<file path="config.mk">
export PLATFORM = sky130hd
export DESIGN_NAME = decode_stage
export DESIGN_NICKNAME = d
export VERILOG_FILES = /design/src/rtl/decode_pkg.sv /design/src/rtl/decode_imm_gen.sv /design/src/rtl/decode_stage.sv
export SDC_FILE = /design/constraint.sdc
export NUM_CORES = 1
export LEC_CHECK = 0
export ABC_CLOCK_PERIOD_IN_PS = 3650
export BUFFER_PORTS_ARGS = -buffer_cell sky130_fd_sc_hd__clkbuf_2
export CAP_MARGIN = 20
export CORE_MARGIN = 1
export CORE_UTILIZATION = 50
export CTS_CLUSTER_DIAMETER = 60
export DETAILED_ROUTE_END_ITERATION = 8
export PLACE_DENSITY = 0.85
export SKIP_LAST_GASP = 1
export SLEW_MARGIN = 10
export SYNTH_ARGS = -nofsm -noshare
export SYNTH_HDL_FRONTEND = slang
export SYNTH_SLANG_ARGS = --single-unit
</file>
<file path="constraint.sdc">
create_clock -name clk -period 3.65 [get_ports clk]
set_clock_uncertainty 0.05 [all_clocks]
set_input_delay 0.73 -clock clk [delete_from_list [all_inputs] [get_ports clk]]
set_output_delay 0.73 -clock clk [all_outputs]
set_load 0.005 [all_outputs]
</file>
<file path="src/rtl/decode_pkg.sv">
// RV32I decode stage shared types: opcodes, immediate formats and
// the per-instruction control bundle produced by decode_ctrl().
package decode_pkg;

    localparam logic [6:0] LUI      = 7'b0110111;
    localparam logic [6:0] AUIPC    = 7'b0010111;
    localparam logic [6:0] JAL      = 7'b1101111;
    localparam logic [6:0] JALR     = 7'b1100111;
    localparam logic [6:0] BRANCH   = 7'b1100011;
    localparam logic [6:0] LOAD     = 7'b0000011;
    localparam logic [6:0] STORE    = 7'b0100011;
    localparam logic [6:0] OP_IMM   = 7'b0010011;
    localparam logic [6:0] OP       = 7'b0110011;
    localparam logic [6:0] MISC_MEM = 7'b0001111;
    localparam logic [6:0] SYSTEM   = 7'b1110011;

    typedef enum logic [2:0] {
        IMM_R,
        IMM_I,
        IMM_S,
        IMM_B,
        IMM_U,
        IMM_J
    } imm_fmt_e;

    typedef struct packed {
        logic [6:0] opcode;
        logic [2:0] funct3;
        logic [6:0] funct7;
        imm_fmt_e   fmt;
        logic       rs1_used;
        logic       rs2_used;
        logic       rd_wr;
        logic       illegal;
    } decode_bundle_t;

    // Every legal opcode ends in 2'b11, so the default arm also
    // catches compressed/reserved encodings.
    function automatic decode_bundle_t decode_ctrl(input logic [31:0] instr);
        decode_bundle_t d;
        d.opcode   = instr[6:0];
        d.funct3   = instr[14:12];
        d.funct7   = instr[31:25];
        d.fmt      = IMM_R;
        d.rs1_used = 1'b0;
        d.rs2_used = 1'b0;
        d.rd_wr    = 1'b0;
        d.illegal  = 1'b0;
        case (instr[6:0])
            LUI, AUIPC: begin
                d.fmt   = IMM_U;
                d.rd_wr = 1'b1;
            end
            JAL: begin
                d.fmt   = IMM_J;
                d.rd_wr = 1'b1;
            end
            JALR, LOAD, OP_IMM: begin
                d.fmt      = IMM_I;
                d.rs1_used = 1'b1;
                d.rd_wr    = 1'b1;
            end
            BRANCH: begin
                d.fmt      = IMM_B;
                d.rs1_used = 1'b1;
                d.rs2_used = 1'b1;
            end
            STORE: begin
                d.fmt      = IMM_S;
                d.rs1_used = 1'b1;
                d.rs2_used = 1'b1;
            end
            OP: begin
                d.rs1_used = 1'b1;
                d.rs2_used = 1'b1;
                d.rd_wr    = 1'b1;
            end
            MISC_MEM: d.fmt = IMM_R;
            SYSTEM:   d.fmt = IMM_I;
            default:  d.illegal = 1'b1;
        endcase
        return d;
    endfunction

endpackage

</file>
<file path="src/rtl/decode_imm_gen.sv">
// Combinational RV32I immediate generator: instruction fields plus
// format select to a sign-extended XLEN immediate.
module decode_imm_gen
    import decode_pkg::*;
#(
    parameter int XLEN = 32
) (
    input  logic [31:7]     instr,
    input  imm_fmt_e        fmt,
    output logic [XLEN-1:0] imm
);

    logic [31:0] imm32;

    always_comb begin
        imm32 = '0;
        unique case (fmt)
            IMM_I: imm32 = {{20{instr[31]}}, instr[31:20]};
            IMM_S: imm32 = {{20{instr[31]}}, instr[31:25], instr[11:7]};
            IMM_B: imm32 = {{19{instr[31]}}, instr[31], instr[7],
                            instr[30:25], instr[11:8], 1'b0};
            IMM_U: imm32 = {instr[31:12], 12'b0};
            IMM_J: imm32 = {{11{instr[31]}}, instr[31], instr[19:12],
                            instr[20], instr[30:21], 1'b0};
            default: imm32 = '0;
        endcase
    end

    assign imm = XLEN'($signed(imm32));

endmodule

</file>
<file path="src/rtl/decode_stage.sv">
// RV32I decode stage with scoreboard hazard stall and one-entry skid-free
// output register. Define DECODE_WB_BYPASS_EN to forward writeback data.
module decode_stage
    import decode_pkg::*;
#(
    parameter int XLEN   = 32,
    parameter int REG_AW = 5,
    parameter int NREGS  = 2**REG_AW
) (
    input  logic              clk,
    input  logic              rstn,
    input  logic              i_if_valid,
    output logic              o_if_ready,
    input  logic [XLEN-1:0]   i_if_instr,
    input  logic [XLEN-1:0]   i_if_pc,
    output logic              o_du_valid,
    input  logic              i_ex_ready,
    output logic [XLEN-1:0]   o_pc,
    output logic [6:0]        o_opcode,
    output logic [2:0]        o_funct3,
    output logic [6:0]        o_funct7,
    output logic [XLEN-1:0]   o_immediate,
    output logic [XLEN-1:0]   o_rs1_rdata,
    output logic [XLEN-1:0]   o_rs2_rdata,
    output logic [REG_AW-1:0] o_rd_waddr,
    output logic              o_rd_wen,
    output logic              o_illegal,
    output logic [REG_AW-1:0] o_rf_rs1_raddr,
    input  logic [XLEN-1:0]   i_rf_rs1_rdata,
    output logic [REG_AW-1:0] o_rf_rs2_raddr,
    input  logic [XLEN-1:0]   i_rf_rs2_rdata,
    input  logic              i_wb_valid,
    input  logic [REG_AW-1:0] i_wb_addr,
    input  logic [XLEN-1:0]   i_wb_data,
    input  logic              i_flush
);

    logic [REG_AW-1:0] rs1, rs2, rd;
    decode_bundle_t    ctl;
    logic [XLEN-1:0]   imm, rs1_val, rs2_val;
    logic [NREGS-1:0]  sb, sb_rs, sb_set, sb_clr;
    logic              rd_wen, held_wr, hazard, accept, issue;
    logic              rs1_busy, rs2_busy, rd_busy;

    assign rs1 = i_if_instr[15 +: REG_AW];
    assign rs2 = i_if_instr[20 +: REG_AW];
    assign rd  = i_if_instr[7 +: REG_AW];
    assign ctl = decode_ctrl(i_if_instr[31:0]);

    assign rd_wen         = ctl.rd_wr && (rd != '0);
    assign o_rf_rs1_raddr = rs1;
    assign o_rf_rs2_raddr = rs2;

    decode_imm_gen #(.XLEN(XLEN)) u_imm (
        .instr (i_if_instr[31:7]),
        .fmt   (ctl.fmt),
        .imm   (imm)
    );

    assign sb_clr = i_wb_valid ? (NREGS'(1) << i_wb_addr) : '0;

`ifdef DECODE_WB_BYPASS_EN
    // A register being written back this cycle is already resolved.
    assign sb_rs   = sb & ~sb_clr;
    assign rs1_val = (rs1 == '0) ? '0 :
                     (i_wb_valid && i_wb_addr == rs1) ? i_wb_data :
                     i_rf_rs1_rdata;
    assign rs2_val = (rs2 == '0) ? '0 :
                     (i_wb_valid && i_wb_addr == rs2) ? i_wb_data :
                     i_rf_rs2_rdata;
`else
    logic wb_data_unused;
    assign wb_data_unused = ^i_wb_data;
    assign sb_rs   = sb;
    assign rs1_val = (rs1 == '0) ? '0 : i_rf_rs1_rdata;
    assign rs2_val = (rs2 == '0) ? '0 : i_rf_rs2_rdata;
`endif

    // The held bundle's rd counts as pending until it issues.
    assign held_wr  = o_du_valid && o_rd_wen;
    assign rs1_busy = ctl.rs1_used && (rs1 != '0) &&
                      (sb_rs[rs1] || (held_wr && o_rd_waddr == rs1));
    assign rs2_busy = ctl.rs2_used && (rs2 != '0) &&
                      (sb_rs[rs2] || (held_wr && o_rd_waddr == rs2));
    assign rd_busy  = rd_wen &&
                      (sb[rd] || (held_wr && o_rd_waddr == rd));

    assign hazard     = i_if_valid && (rs1_busy || rs2_busy || rd_busy);
    assign o_if_ready = (!o_du_valid || i_ex_ready) && !hazard && !i_flush;
    assign accept     = i_if_valid && o_if_ready;
    assign issue      = held_wr && i_ex_ready && !i_flush;
    assign sb_set     = issue ? (NREGS'(1) << o_rd_waddr) : '0;

    always_ff @(posedge clk) begin
        if (!rstn) begin
            sb <= '0;
        end else begin
            sb <= ((sb & ~sb_clr) | sb_set) & ~NREGS'(1);
        end
    end

    always_ff @(posedge clk) begin
        if (!rstn) begin
            o_du_valid  <= 1'b0;
            o_pc        <= '0;
            o_opcode    <= '0;
            o_funct3    <= '0;
            o_funct7    <= '0;
            o_immediate <= '0;
            o_rs1_rdata <= '0;
            o_rs2_rdata <= '0;
            o_rd_waddr  <= '0;
            o_rd_wen    <= 1'b0;
            o_illegal   <= 1'b0;
        end else if (accept) begin
            o_du_valid  <= 1'b1;
            o_pc        <= i_if_pc;
            o_opcode    <= ctl.opcode;
            o_funct3    <= ctl.funct3;
            o_funct7    <= ctl.funct7;
            o_immediate <= imm;
            o_rs1_rdata <= rs1_val;
            o_rs2_rdata <= rs2_val;
            o_rd_waddr  <= rd;
            o_rd_wen    <= rd_wen;
            o_illegal   <= ctl.illegal;
        end else if (i_flush || i_ex_ready) begin
            o_du_valid  <= 1'b0;
        end
    end

endmodule

</file>
==> impl_metrics.tcl <==
set metrics [dict create \
    netlist_area_mm2 0.00923 \
    multi_input_area_mm2 0.00488 \
    ys_top_cells_by_count "282 x nand2_1, 184 x dfxtp_1, 161 x mux2i_1, 81 x nand3_1, 60 x clkbuf_1" \
    rsz0062_at_grt "false" \
    power.total_w 0.00453 \
    cts_buffers 17 \
    grt_pass1_wl_mm 39.0 \
    finalSetupViolations 0 \
    fill_cells 1518 \
    switching_share_pct 28.0 \
    cts_tree "done" \
    avgSynthCellArea_um2 8.75 \
    clock_sinks 184 \
    place_ws_ps -31.9 \
    place_hpwl_mm 18.8 \
    overflow 0 \
    drive_above_1_share_pct 29.8 \
    status "complete, no violations" \
    crit_top_cell "clkbuf_2" \
    dr.first_iter.drc_count 597 \
    detail_route.vias_per_cell 5.53 \
    period_share_pct 95.3 \
    p_int_w 0.00326 \
    slew_headroom_pct 39.2 \
    synth-edff-count 0 \
    cp_data_arrival_time_ps 2700 \
    worst_hold_slack_ps 408 \
    cp_cell_sequence "clkbuf_2 > buf_4 > mux2i_1 > mux4_2 > a211o_1 > a21o_1 > nand3_1 > a21boi_0 > clkbuf_2" \
    drv_cap 0 \
    hold_violations 0 \
    ys_ff_latch 184 \
    core_area_mm2 0.0180 \
    fp.dieH_um 138 \
    syn_nets 1226 \
    cts_root_buf "clkbuf_16" \
    initial_core_util_pct 51.2 \
    yosysWarningCount 0 \
    drc 0 \
    pwr_density_cell_mw_per_mm2 401 \
    crit_path_top_delay_cell "mux4_2" \
    antenna_found_initial 0 \
    synthCells 1055 \
    io_pins 335 \
    die_x_um 138 \
    irDropWorstVdd_uv 310 \
    period_needed_ps 3480 \
    row_count 49 \
    worstSetupStartpointType "input pin" \
    avgRoutedWirePerCell_um 16.9 \
    crit_required_ps 2870 \
    vias 8553 \
    place.port_buffers 302 \
    dieArea_mm2 0.0190 \
    slowest_delay_ps 470 \
    yosysUniqueCellTypes 54 \
    final_max_slew_viol_count 0 \
    yosysTopAreaCell "dfxtp_1" \
    min_path_type "reg -> reg" \
    htree_levels 4 \
    ant_nets 0 \
    grt_usage_pct 26.3 \
    final_cells 1547 \
    ys_async_sr_fraction_pct 0 \
    netSwitchingPower_w 0.00127 \
    cp-end-kind "output pin" \
    grt_max_degree 142 \
    grt_pass1_vias 7771 \
    fin_nets 1476 \
    combPwrFrac_pct 13.2 \
    pwr-share-seq_pct 46.8 \
    clockPowerShare_pct 40.0 \
    dr.pass1.iters 5 \
    cts_hold_buf 0 \
    yosysMostFrequentCell "nand2_1" \
    worst_pin_slew_ps 911 \
    seq_area_frac_synth_pct 39.9 \
    gp_congestion 0.930 \
    power.leakage_nw 5.07 \
    drt-total-wl_mm 26.1 \
    worst_slack_ps 170 \
    path_clk_slew_ps 70 \
    clk_latency_ps 420 \
    ff_latch_area_mm2 0.00368 \
    ys.flop_type "dfxtp_1" \
    worstPathMaxFanout 11 \
    dpl.cell_count 1515 \
    ys_top_cells_by_area "dfxtp_1 40%, mux2i_1 17%, nand2_1 11%, mux4_2 4.6%, nand3_1 4.4%" \
    antenna_cells 0 \
    fmax_mhz 287 \
    worstSetupPathType "in -> out" \
    synth_top_area_share_pct 39.9 \
    clk_path_buf_depth 2 \
    area_growth_pct 22.4 \
]
## flip-flops by register name, summed over array words and instances (netlist names)
| signal | cells |
|---|---|
| o_funct3 | 3 |
| o_funct7 | 7 |
| sb | 31 |
| o_rs2_rdata | 32 |
| o_immediate | 32 |
| o_pc | 32 |
| o_rs1_rdata | 32 |
| o_rd_waddr | 5 |
| o_du_valid | 1 |
| o_opcode | 7 |
| o_illegal | 1 |
| o_rd_wen | 1 |
## power by group through the flow
stage / clock [W] / combinational (W) / sequential, W
3_3_place_gp: 0 / 0.000575 / 0.00216
4_1_cts: 0.00185 / 0.000592 / 0.00212
2_1_floorplan: 0 / 0.000363 / 0.00217
5_1_grt: 0.00194 / 0.000649 / 0.00213
3_5_place_dp: 0 / 0.000590 / 0.00217
6_report: 0.00181 / 0.000596 / 0.00212
## per-stage QoR
stage	utilization, %	setup TNS, ps	cell area (µm²)
after floorplan	-	0	9230
after global routing	62.7	0	11300
after detailed placement	59.3	-31.9	10700
after CTS	62.6	0	11300
final	62.7	0	11300
after global placement	59.3	0	10700
## critical path: cells and delay by family
kind / cells / cell delay [ps]
compound gates: 3 / 630
buf+inv: 3 / 680
mux: 2 / 560
simple gates: 1 / 90
## per-layer routing
metal  wire, µm  GRT usage, %  up-vias  part of all wire, %
met1      10600          33.0     3963                   41
li1           -             -     4119                    -
met5          0             0        -                    0
met3       2000          5.85       65                  7.7
met4        782          11.4        0                  3.0
met2      12700          43.2      406                   49
## final timing paths
| path | slack, ps | cells after the start | endpoint | start |
|---|---|---|---|---|
| worst max-delay path | 170 | 9 | o_if_ready | i_if_instr[15] |
| worst min-delay path | 410 | 2 | o_immediate[8] | o_immediate[8] |
| worst max register to register | 960 | 10 | o_funct3[1] | sb[23] |
| worst min register to register | 410 | 2 | o_immediate[8] | o_immediate[8] |
## area by class of cell
| type | instances | area share (%) |
|---|---|---|
| clock buffer | 17 | 3.77 |
| tap | 229 | 2.54 |
| inverter | 8 | 0.266 |
| sequential | 184 | 32.6 |
| clock inverter | 15 | 1.41 |
| timing repair buffer | 330 | 16.2 |
| multi-input combinational | 764 | 43.2 |
## repair_timing
action	CTS	global route
resized for setup	1	5
buffers inserted	0	0
pin swaps	0	2
endpoints found under the setup margin	1	1
## cell usage in the layout (no fill, tap or decap), types with 7 or more instances in the layout
master,instances
a21oi_1,40
and2_1,13
buf_4,20
clkbuf_16,17
inv_1,7
o21ai_0,47
nor2_1,18
nor3_1,12
mux4_2,19
dfxtp_1,184
a21o_1,9
nand2_1,282
buf_12,8
clkbuf_2,300
mux2i_1,161
xnor2_1,12
nand3_1,81
## cells by family (layout without fill, tap and decap cells)
group / after synthesis / count (layout) / share of synthesized area, %
simple gates: 448 / 448 / 21.3
flops: 184 / 184 / 39.9
mux: 183 / 183 / 22.5
compound gates: 117 / 117 / 7.33
buf+inv: 107 / 370 / 7.43
xor+xnor: 16 / 16 / 1.52
(Power assumes the default switching activity.)
